`src/rtl/pc_fetch_ctrl.sv`:
```
// rtl/pc_fetch_ctrl.sv - instruction fetch controller: PC, ROM request FSM, 2-entry fetch buffer
module pc_fetch_ctrl #(
    parameter logic [31:0] RESET_PC  = 32'h0000_0000,
    localparam int         BUF_DEPTH = 2
) (
    input  logic        clk,
    input  logic        reset,
    input  logic        go,
    input  logic        stall,
    input  logic        branch,
    input  logic [31:0] branch_addr,
    output logic        rom_req,
    output logic [31:0] rom_addr,
    input  logic        rom_ack,
    input  logic [31:0] rom_data,
    output logic        valid_if,
    output logic [31:0] pc_if,
    output logic [31:0] inst
);

    localparam logic [1:0] FULL = BUF_DEPTH[1:0];

    typedef enum logic [1:0] {
        IDLE = 2'd0,
        REQ  = 2'd1,
        DROP = 2'd2
    } state_t;

    state_t      state_q, state_d;
    logic [31:0] pc_q, pc_d;
    logic [31:0] req_addr_q;
    logic [1:0]  count_q, count_d;
    logic [31:0] ent_pc_q   [BUF_DEPTH];
    logic [31:0] ent_inst_q [BUF_DEPTH];
    logic [31:0] ent_pc_d   [BUF_DEPTH];
    logic [31:0] ent_inst_d [BUF_DEPTH];

    logic        pop;
    logic        push;
    logic [1:0]  cnt_pop;
    logic        unused_addr_lsbs;

    assign unused_addr_lsbs = ^branch_addr[1:0];

    assign pop     = (count_q != 2'd0) && !stall && !branch;
    assign push    = (state_q == REQ) && rom_ack && !branch;
    assign cnt_pop = count_q - {1'b0, pop};

    always_comb begin
        state_d       = state_q;
        pc_d          = pc_q;
        count_d       = count_q;
        ent_pc_d[0]   = ent_pc_q[0];
        ent_pc_d[1]   = ent_pc_q[1];
        ent_inst_d[0] = ent_inst_q[0];
        ent_inst_d[1] = ent_inst_q[1];

        // Head lives in entry 0; a pop shifts entry 1 down before any push lands.
        if (branch) begin
            count_d = 2'd0;
            pc_d    = {branch_addr[31:2], 2'b00};
        end else begin
            if (pop) begin
                ent_pc_d[0]   = ent_pc_q[1];
                ent_inst_d[0] = ent_inst_q[1];
            end
            count_d = cnt_pop;
            if (push) begin
                if (cnt_pop == 2'd0) begin
                    ent_pc_d[0]   = pc_q;
                    ent_inst_d[0] = rom_data;
                end else begin
                    ent_pc_d[1]   = pc_q;
                    ent_inst_d[1] = rom_data;
                end
                pc_d    = pc_q + 32'd4;
                count_d = cnt_pop + 2'd1;
            end
        end

        case (state_q)
            IDLE: begin
                if (go && (branch || cnt_pop < FULL)) state_d = REQ;
            end
            REQ: begin
                if (branch) begin
                    if (rom_ack) state_d = go ? REQ : IDLE;
                    else         state_d = DROP;
                end else if (rom_ack) begin
                    state_d = (go && (cnt_pop + 2'd1) < FULL) ? REQ : IDLE;
                end
            end
            DROP: begin
                // The stale response is swallowed; a new redirect keeps us waiting here.
                if (!branch && rom_ack) state_d = go ? REQ : IDLE;
            end
            default: state_d = IDLE;
        endcase
    end

    always_ff @(posedge clk) begin
        if (!reset) begin
            state_q       <= IDLE;
            pc_q          <= RESET_PC;
            req_addr_q    <= RESET_PC;
            count_q       <= 2'd0;
            ent_pc_q[0]   <= 32'd0;
            ent_pc_q[1]   <= 32'd0;
            ent_inst_q[0] <= 32'd0;
            ent_inst_q[1] <= 32'd0;
        end else begin
            state_q       <= state_d;
            pc_q          <= pc_d;
            count_q       <= count_d;
            ent_pc_q[0]   <= ent_pc_d[0];
            ent_pc_q[1]   <= ent_pc_d[1];
            ent_inst_q[0] <= ent_inst_d[0];
            ent_inst_q[1] <= ent_inst_d[1];
            if (state_q == REQ) req_addr_q <= pc_q;
        end
    end

    always_ff @(posedge clk) begin
        if (reset) assert (count_q <= FULL);
    end

    assign rom_req  = (state_q != IDLE);
    assign rom_addr = (state_q == DROP) ? req_addr_q : pc_q;
    assign valid_if = (count_q != 2'd0);
    assign pc_if    = valid_if ? ent_pc_q[0]   : 32'd0;
    assign inst     = valid_if ? ent_inst_q[0] : 32'd0;

endmodule

```
`config.mk`:
```
export PLATFORM = sky130hd
export DESIGN_NAME = pc_fetch_ctrl
export DESIGN_NICKNAME = d
export VERILOG_FILES = /design/src/rtl/pc_fetch_ctrl.sv
export SDC_FILE = /design/constraint.sdc
export NUM_CORES = 1
export LEC_CHECK = 0
export CAP_MARGIN = 40
export CELL_PAD_IN_SITES_DETAIL_PLACEMENT = 1
export CELL_PAD_IN_SITES_GLOBAL_PLACEMENT = 1
export CORE_ASPECT_RATIO = 0.7
export CORE_MARGIN = 2
export CORE_UTILIZATION = 40
export CTS_CLUSTER_DIAMETER = 200
export DETAILED_ROUTE_END_ITERATION = 16
export GPL_TIMING_DRIVEN = 0
export PLACE_DENSITY = 0.8
export SLEW_MARGIN = 20
export SYNTH_ARGS = -nofsm -noshare
export SYNTH_HDL_FRONTEND = slang
export SYNTH_SLANG_ARGS = --single-unit
export TNS_END_PERCENT = 30
```
`constraint.sdc`:
```
create_clock -name clk -period 3.72 [get_ports clk]
set_input_delay 0.558 -clock clk [delete_from_list [all_inputs] [get_ports clk]]
set_output_delay 0.558 -clock clk [all_outputs]
set_load 0.05 [all_outputs]
```
==> Word-level counts from Yosys, hierarchy flattened <==
Memory sizes are Yosys's and may differ from the RTL's.
Index checks and enable logic that the tools add are counted.
{ "totals": {"reg_bits": 68, "mem_bits_rw": 128, "input_bits": 70, "output_inout_bits": 98, "wordCells": 69, "n_memories": 2} }
{ "mem_list": {"columns": ["name", "words", "width", "rd", "rd_ports_with_merged_regs", "wr", "line", "text"], "rows": [
  ["ent_inst_q", 2, 32, 2, 0, 2, "34", "logic [31:0] ent_inst_q [BUF_DEPTH];"],
  ["ent_pc_q", 2, 32, 2, 0, 2, "33", "logic [31:0] ent_pc_q [BUF_DEPTH];"]
]} }
{ "classes": {"add_sub_neg": 3, "n_lt_le_gt_ge": 2, "n_eq_ne": 5, "n_mux": 30, "n_bitwise": 5, "n_reduce_logical": 17} }
{ "ops": {"columns": ["cell", "n"], "rows": [
  ["$mux W32", 15],
  ["$mux W64", 4],
  ["$add A32 B3 Y32 const B", 1],
  ["$mux W2", 6],
  ["$logic_and A1 B1 Y1", 7],
  ["$pmux W2 S3", 1],
  ["$reduce_bool A2 Y1", 3],
  ["$logic_not A2 Y1", 2],
  ["$lt A2 B2 Y1 const B", 2],
  ["$mux W1", 4],
  ["$ne A2 B2 Y1 const B", 2],
  ["$or A1 B1 Y1", 4],
  ["$ne A3 B3 Y1 const B", 1],
  ["$reduce_and A3 Y1", 1],
  ["$add A2 B1 Y2 const B", 1],
  ["$eq A2 B1 Y1 const B", 1],
  ["$eq A2 B2 Y1 const B", 1],
  ["$logic_not A1 Y1", 2],
  ["$reduce_or A2 Y1", 1],
  ["$sub A2 B1 Y2", 1],
  ["$logic_or A1 B1 Y1", 1],
  ["$not A1 Y1", 1]
]} }

==> Longest topological paths before layout <==
{ "depth": {"ltp_word": 11, "ltp_mapped": 10, "ltp_nobuf": 6} }

==> Worst setup path after synthesis <==
Ideal clock, no wire load.
{ "synth_timing": {"kind": "input to register", "from": "input port branch", "to": "memory ent_inst_q[1][0] (netlist: ent_inst_q[0][32])", "setup_time_ps": 70, "arrival_ps": 2440, "required_ps": 3650, "path_slack_ps": 1210, "cell_stages": 10, "n_path_buf": 4, "path_cell_list": "clkbuf_8 > or2_2 > a21oi_1 > ha_1 > clkbuf_1 > nand2b_1 > clkbuf_1 > clkbuf_1 > nand2_1 > a21oi_1"} }
{ "synth_lines": {"columns": ["element", "line", "text"], "rows": [
  ["start, declared", "10", "input logic branch,"],
  ["end, declared", "34", null]
]} }

==> Final worst setup path <==
{ "layout_timing": {"from": "register state_q[1]", "to": "output port rom_addr[24]"} }
{ "layout_between": {"elab_chain_cells": 2} }
{ "layout_rtl": {"columns": ["element", "line", "text"], "rows": [
  ["start, declared", "29", "state_t state_q, state_d;"],
  ["start signal, assigned", "112", "state_q <= state_d;"],
  ["$eq A2 B2 Y1", "128", "assign rom_addr = (state_q == DROP) ? req_addr_q : pc_q;"],
  ["$mux W32", "128", null],
  ["end, declared", "13", "output logic [31:0] rom_addr,"]
]} }
No other way between the ends.

==> flow_summary.toml <==
[die]
ios = 168
die-height_um = 130
start_util_pct = 40.6
coreArea_um2 = 22500
rows = 46
fp.dieArea_um2 = 24100
die_w_um = 185

[cells_and_area]
multi_input_area_um2 = 4680
final_common_cell = "nand2_1"
final_cell_mix = "nand2_1, dfxtp_1, clkdlybuf4s50_1"
seq_area_um2 = 3800
finish.net_count = 1348
drive_above_1_share_pct = 9.16
nFillCells = 2690
fin_util_pct = 52.1
area.growth.synth_to_final_pct = 28.4
stdcell_area_um2 = 11700

[global_route]
grt_max_degree = 18
grtUsageTotal_pct = 26.8
grt_pass1_wl_um = 49700
grt.overflow.total = 0
antenna_found_initial = 1
grt_pass1_vias = 8922

[drt]
vias = 8805
first_pass_iters = 5
drc = 0
ant_nets = 0
wl_per_cell_um = 19.8
wl_um = 31700
first_iter_violations = 477
avgViaCountPerCell = 5.50

[placement]
gp_congestion = 0.859
place_area_um2 = 11100
pre_cts_ws_ps = 98.0
dp_hpwl_um = 23100
io_buffers = 161

[run_status]
status = "completed"

[timing]
drv_slew = 0
hold_violations = 0
worst_pin_slew_ps = 872
setup_viol = 0
fin_skew_ps = 13.8
min_period_ps = 3550
worst_slack_ps = 165
setup-tns-final_ps = 0
slew_headroom_pct = 41.9
rsz0062_at_grt = "false"
post-route-period-util_pct = 95.6
fmax_mhz = 281

[clock_tree]
cts_tree = "built"
h-tree-depth = 4
cts_root_buf = "clkbuf_16"
cts_resized = 0
hold_buffers = 0
worstSkewPairLatency_ps = 450
clk_path_buf_depth = 2
cts_buffers = 17
clock-sinks = 190
clkTransAtPathRegs_ps = 80

[synth]
ys_async_sr_fraction_pct = 0
synth_area_per_cell_um2 = 8.33
yosysSeqAreaShare_pct = 41.7
ys_ff_latch = 190
synth_edf_count = 0
syn-cell-area_um2 = 9130
yosys_warnings = 0
ys.flop_type = "dfxtp_1"
ys_types = 66
syn_inst = 1096

[pwr]
peakVddDrop_mv = 0.304
leakage_nw = 4.41
p_per_area_nw_per_um2 = 400

[setup_path]
start_kind = "flop"
crit_arrival_ps = 3000
crit_fanout = 10
path_class = "reg2out"
endpoint_kind = "primary output"
required_ps = 3160

[run]
drv_cap = 0

[min_path]
hold_class = "reg2reg"
==> worst max-delay path, cell delays in order, from the launching register on <==
cell,delay [ps]
dfxtp_1,310
buf_2,180
nand2b_1,80
clkbuf_1,260
buf_1,570
mux2_2,440
clkdlybuf4s50_1,710
==> area by class of cell <==
type / instances / share of cell area [%]
Tap cell: 312 / 3.33
Clock inverter: 14 / 1.37
Sequential cell: 190 / 32.5
Multi-Input combinational cell: 785 / 39.9
Antenna cell: 1 / 0.0214
Clock buffer: 17 / 3.63
Buffer: 112 / 5.25
Timing Repair Buffer: 161 / 13.8
Inverter: 9 / 0.288
==> cell families (layout without fill, tap and decap cells) <==
logic type                 after synthesis  in the layout  share of synthesized area [%]
adders and majority gates                2              2                          0.274
DFF                                    190            190                           41.7
other                                    1              3                         0.0411
AOI/OAI and AO/OA                      250            250                           17.1
muxes                                   80             80                           9.18
xor gates and xnor gates                11             11                           1.06
and+or+nand+nor                        440            440                           23.6
buffers and inverters                  122            313                           7.15
==> path summary, 6_finish.rpt <==
check                                        from  slack, ps                end  cells past startpoint
worst max-delay path                   state_q[1]        170       rom_addr[24]                      6
worst min-delay path            ent_inst_q[0][44]        460  ent_inst_q[0][44]                      2
worst max register to register         count_q[1]        980  ent_inst_q[0][51]                      9
worst min register to register  ent_inst_q[0][44]        460  ent_inst_q[0][44]                      2
==> power by group <==
| group | internal, mW | switching, mW | total (mW) |
|---|---|---|---|
| clock network | 1.00 | 0.880 | 1.88 |
| registers | 2.10 | 0.0439 | 2.14 |
| logic | 0.248 | 0.410 | 0.658 |
==> stage by stage <==
step	cells	power, mW	hold slack [ps]
3_3_place_gp	1570	2.82	437
3_5_place_dp	1570	2.84	440
4_1_cts	1601	4.69	457
2_1_floorplan	1097	2.57	421
6_report	1601	4.68	457
5_1_grt	1600	4.83	469
==> per-layer routing <==
metal  vias up  GRT usage, %  routed length, um
met5         -             0                  0
met4         0          7.44                476
met3        34          3.71               1530
met2       255          42.0              13900
met1      4327          38.6              15800
li1       4189             -                  -
==> synth_stat cells, drive strengths merged (2+ instances only) <==
library cell | n | share of area [%]
a211oi | 50 | 4.1
a21o | 2 | 0.16
a21oi | 103 | 5.6
a311oi | 4 | 0.38
a31oi | 21 | 1.4
a32oi | 3 | 0.29
and2 | 70 | 4.8
and3 | 14 | 0.97
and4 | 4 | 0.40
buf | 39 | 2.4
bufbuf | 2 | 0.71
clkbuf | 71 | 3.5
dfxtp | 190 | 42
ha | 2 | 0.27
inv | 9 | 0.37
mux2 | 30 | 3.7
mux2i | 50 | 5.5
nand2 | 202 | 8.3
nand2b | 7 | 0.48
nand3 | 19 | 1.0
nand4 | 17 | 1.6
nand4b | 3 | 0.29
nor2 | 68 | 2.8
nor3 | 3 | 0.22
nor4 | 6 | 0.41
o2111ai | 4 | 0.38
o211ai | 4 | 0.33
o21ai | 30 | 1.6
o2bb2ai | 11 | 1.1
o31ai | 11 | 0.90
or2 | 2 | 0.14
or3 | 6 | 0.44
or4 | 13 | 1.1
xnor2 | 5 | 0.48
xor2 | 6 | 0.58
==> state kept, by name, indices dropped and copies added (netlist names) <==
name / cells
ent_pc_q: 62
req_addr_q: 30
pc_q: 30
state_q: 2
count_q: 2
ent_inst_q: 64
==> timing repair <==
item | in CTS | in global routing
setup buffers | 0 | 0
endpoints found under the setup margin | 0 | 43
endpoints found under the hold margin | 0 | 0
Note: power is estimated with default switching activity, not from simulation.
==> patch (same settings) <==
The 3 states of `state_t` get a one-hot encoding in 3 bits.
--- a/src/rtl/pc_fetch_ctrl.sv
+++ b/src/rtl/pc_fetch_ctrl.sv
@@ -21,8 +21,8 @@
     localparam logic [1:0] FULL = BUF_DEPTH[1:0];
 
-    typedef enum logic [1:0] {
-        IDLE = 2'd0,
-        REQ  = 2'd1,
-        DROP = 2'd2
+    typedef enum logic [2:0] {
+        IDLE = 3'b001,
+        REQ  = 3'b010,
+        DROP = 3'b100
     } state_t;
 
Function: no difference found for any inputs over 4 cycles, from zero or initial values and one cycle with reset low; so few cycles prove little.
==> patch against the unedited design <==
  * Sequential cell count is 1 higher
  * Power shrank 2.8%
  * Setup slack got worse by 0.0067 ns
  * Utilization grew 0.27 points
  * Design area grew 0.52%
  * Synthesized area is essentially flat
  * Worst hold slack better by 0.00084 ns
  * Routed wire length is 2.3% lower
  * Critical endpoint is now rom_addr[8]
==> patch: results (changes against the unedited design) <==
* Outcome: completed
* Worst slew margin at 51.23% (+9.4 points)
* Filler cell count at 2735 (+1.7%)
* H-tree Lvls at 4 (unchanged)
* Worst Path Max Fanout at 10 (unchanged)
* Synth area leaders: dfxtp_1, nand2_1, mux2i_1, a21oi_1, a211oi_1
* Post-Synth Adder-Cell Area at 0.2744% (about the same)
* Inserted Diodes at 0 (-1)
* GRT met3 Usage at 4.186% (+0.47 points)
* Largest net degree at the start of global routing at 21 (+3)
* Top cells by count, synth: nand2_1, dfxtp_1, a21oi_1, nor2_1, and2_1
* Metal2 WL at 14.28 mm (+2.5%)
* Leakage at 4.530 nW (+2.7%)
* Peak VDD IR at 0.3265 mV (+7.3%)
* WL met3 at 1.381 mm (-10%)
* Critical Path Start: state_q[2]$_SDFFE_PN0P_
* Routability congestion estimate at 0.8336 (-3.0%)
* Clk root buf: clkbuf_16
* Mux cell area share after synthesis at 10.03% (+0.85 points)
* Layout cells sized above 1 at 9.520% (+0.36 points)
* Syn avg cell area at 8.329 µm² (about the same)
* Cts repair resizes at 2 (+2)
* Post-layout nets at 1351 (+0.22%)
* Worst reg-to-reg setup slack at 1.00 ns (+0.02 ns)
* Longest Clk Path Bufs at 2 (unchanged)
* Crit Reg-Reg Endpoint: ent_inst_q[0][27]$_SDFFE_PN0N_
* Vias in the first global route at 8828 (-1.1%)
* Post-synth cell types at 61 (-7.6%)
* TritonCTS Buffers at 17 (unchanged)
* M1 GR Usage at 35.99% (-2.6 points)
* Ys async rst share at 0% (unchanged)
* Worst R2R Start: count_q[0]$_SDFF_PP0_
* Crit path to: rom_addr[8]
* CP peak stage delay at 0.72 ns
* Clk_skew at 0.01706 ns (+0.003210 ns)
* HPWL after DPL at 22.03 mm (-4.8%)
* Antenna violations before repair at 0 (-1)
* Worst R2R Path Depth at 8 (-1)
* First-pass GRT wire length at 48.12 mm (-3.2%)
* Post-Route WL at 31.02 mm (-2.3%)
* Setup repair bufs after CTS at 0 (unchanged)
* Initial drt markers at 560 (+17%)
* Largest regs: ent_inst_q x64, ent_pc_q x62
* Final Hold Vio Count at 0 (unchanged)
* Placed insts at 1572 (+0.13%)
* Met1 wire length at 14.93 mm (-5.4%)
* CP max-delay cell: clkdlybuf4s50_1
* GRT Total Usage at 26.04% (-0.72 points)
* Vias at 8743 (-0.70%)
* Register area share after synthesis at 41.93% (+0.26 points)
* Buffers on Ports at 163 (+1.2%)
* Met2 usage at 42.70% (+0.69 points)
* DR vias/cell at 5.451 (-0.89%)
* Synth Area in Compound Gates at 16.97% (-0.080 points)
* Post-Synth XOR/XNOR Area at 1.056% (about the same)
==> patch: where the power goes <==
group | internal (mW) | leakage, nW | switching (mW)
Sequential | 2.08 | 1.55 | 0.0402
Combinational | 0.186 | 2.69 | 0.307
Clock | 0.973 | 0.296 | 0.965
==> patch: final cells by class <==
cell class,instances,share of cell area (%)
multi-input combinational,791,40.48
sequential,191,32.46
timing repair buffer,164,13.91
buffer,105,4.312
clock buffer,17,3.611
tap,312,3.314
clock inverter,15,1.625
inverter,9,0.2868
==> patch: worst min-delay path by stage <==
stage                                   start                              to  slack (ns)  cells after the start
2_1_floorplan     req_addr_q[10]$_SDFFE_PN0P_     req_addr_q[10]$_SDFFE_PN0P_        0.43                      2
3_3_place_gp       req_addr_q[9]$_SDFFE_PN0P_      req_addr_q[9]$_SDFFE_PN0P_        0.44                      2
3_5_place_dp      req_addr_q[15]$_SDFFE_PN0P_     req_addr_q[15]$_SDFFE_PN0P_        0.45                      2
4_1_cts           req_addr_q[15]$_SDFFE_PN0P_     req_addr_q[15]$_SDFFE_PN0P_        0.46                      2
5_1_grt        ent_inst_q[0][47]$_SDFFE_PN0P_  ent_inst_q[0][47]$_SDFFE_PN0P_        0.47                      2
6_report       ent_inst_q[0][49]$_SDFFE_PN0P_  ent_inst_q[0][49]$_SDFFE_PN0P_        0.46                      2
==> patch: through the flow <==
stage,total power [mW],setup slack [ns],instance area (µm²),utilization [%]
detailed placement,2.654,0.03363,11150,49.56
global route,4.690,0.02969,11780,52.35
CTS,4.571,0.05463,11780,52.34
floorplan,2.427,1.269,9124,-
finish,4.553,0.1587,11780,52.35
global placement,2.644,0.1064,11150,49.53
==> patch: worst max-delay path: cells and delay by family (launching register included) <==
family,cells,cell delay (ns)
simple gates,1,0.42
flops,1,0.32
mux,1,0.38
buf+inv,4,1.43
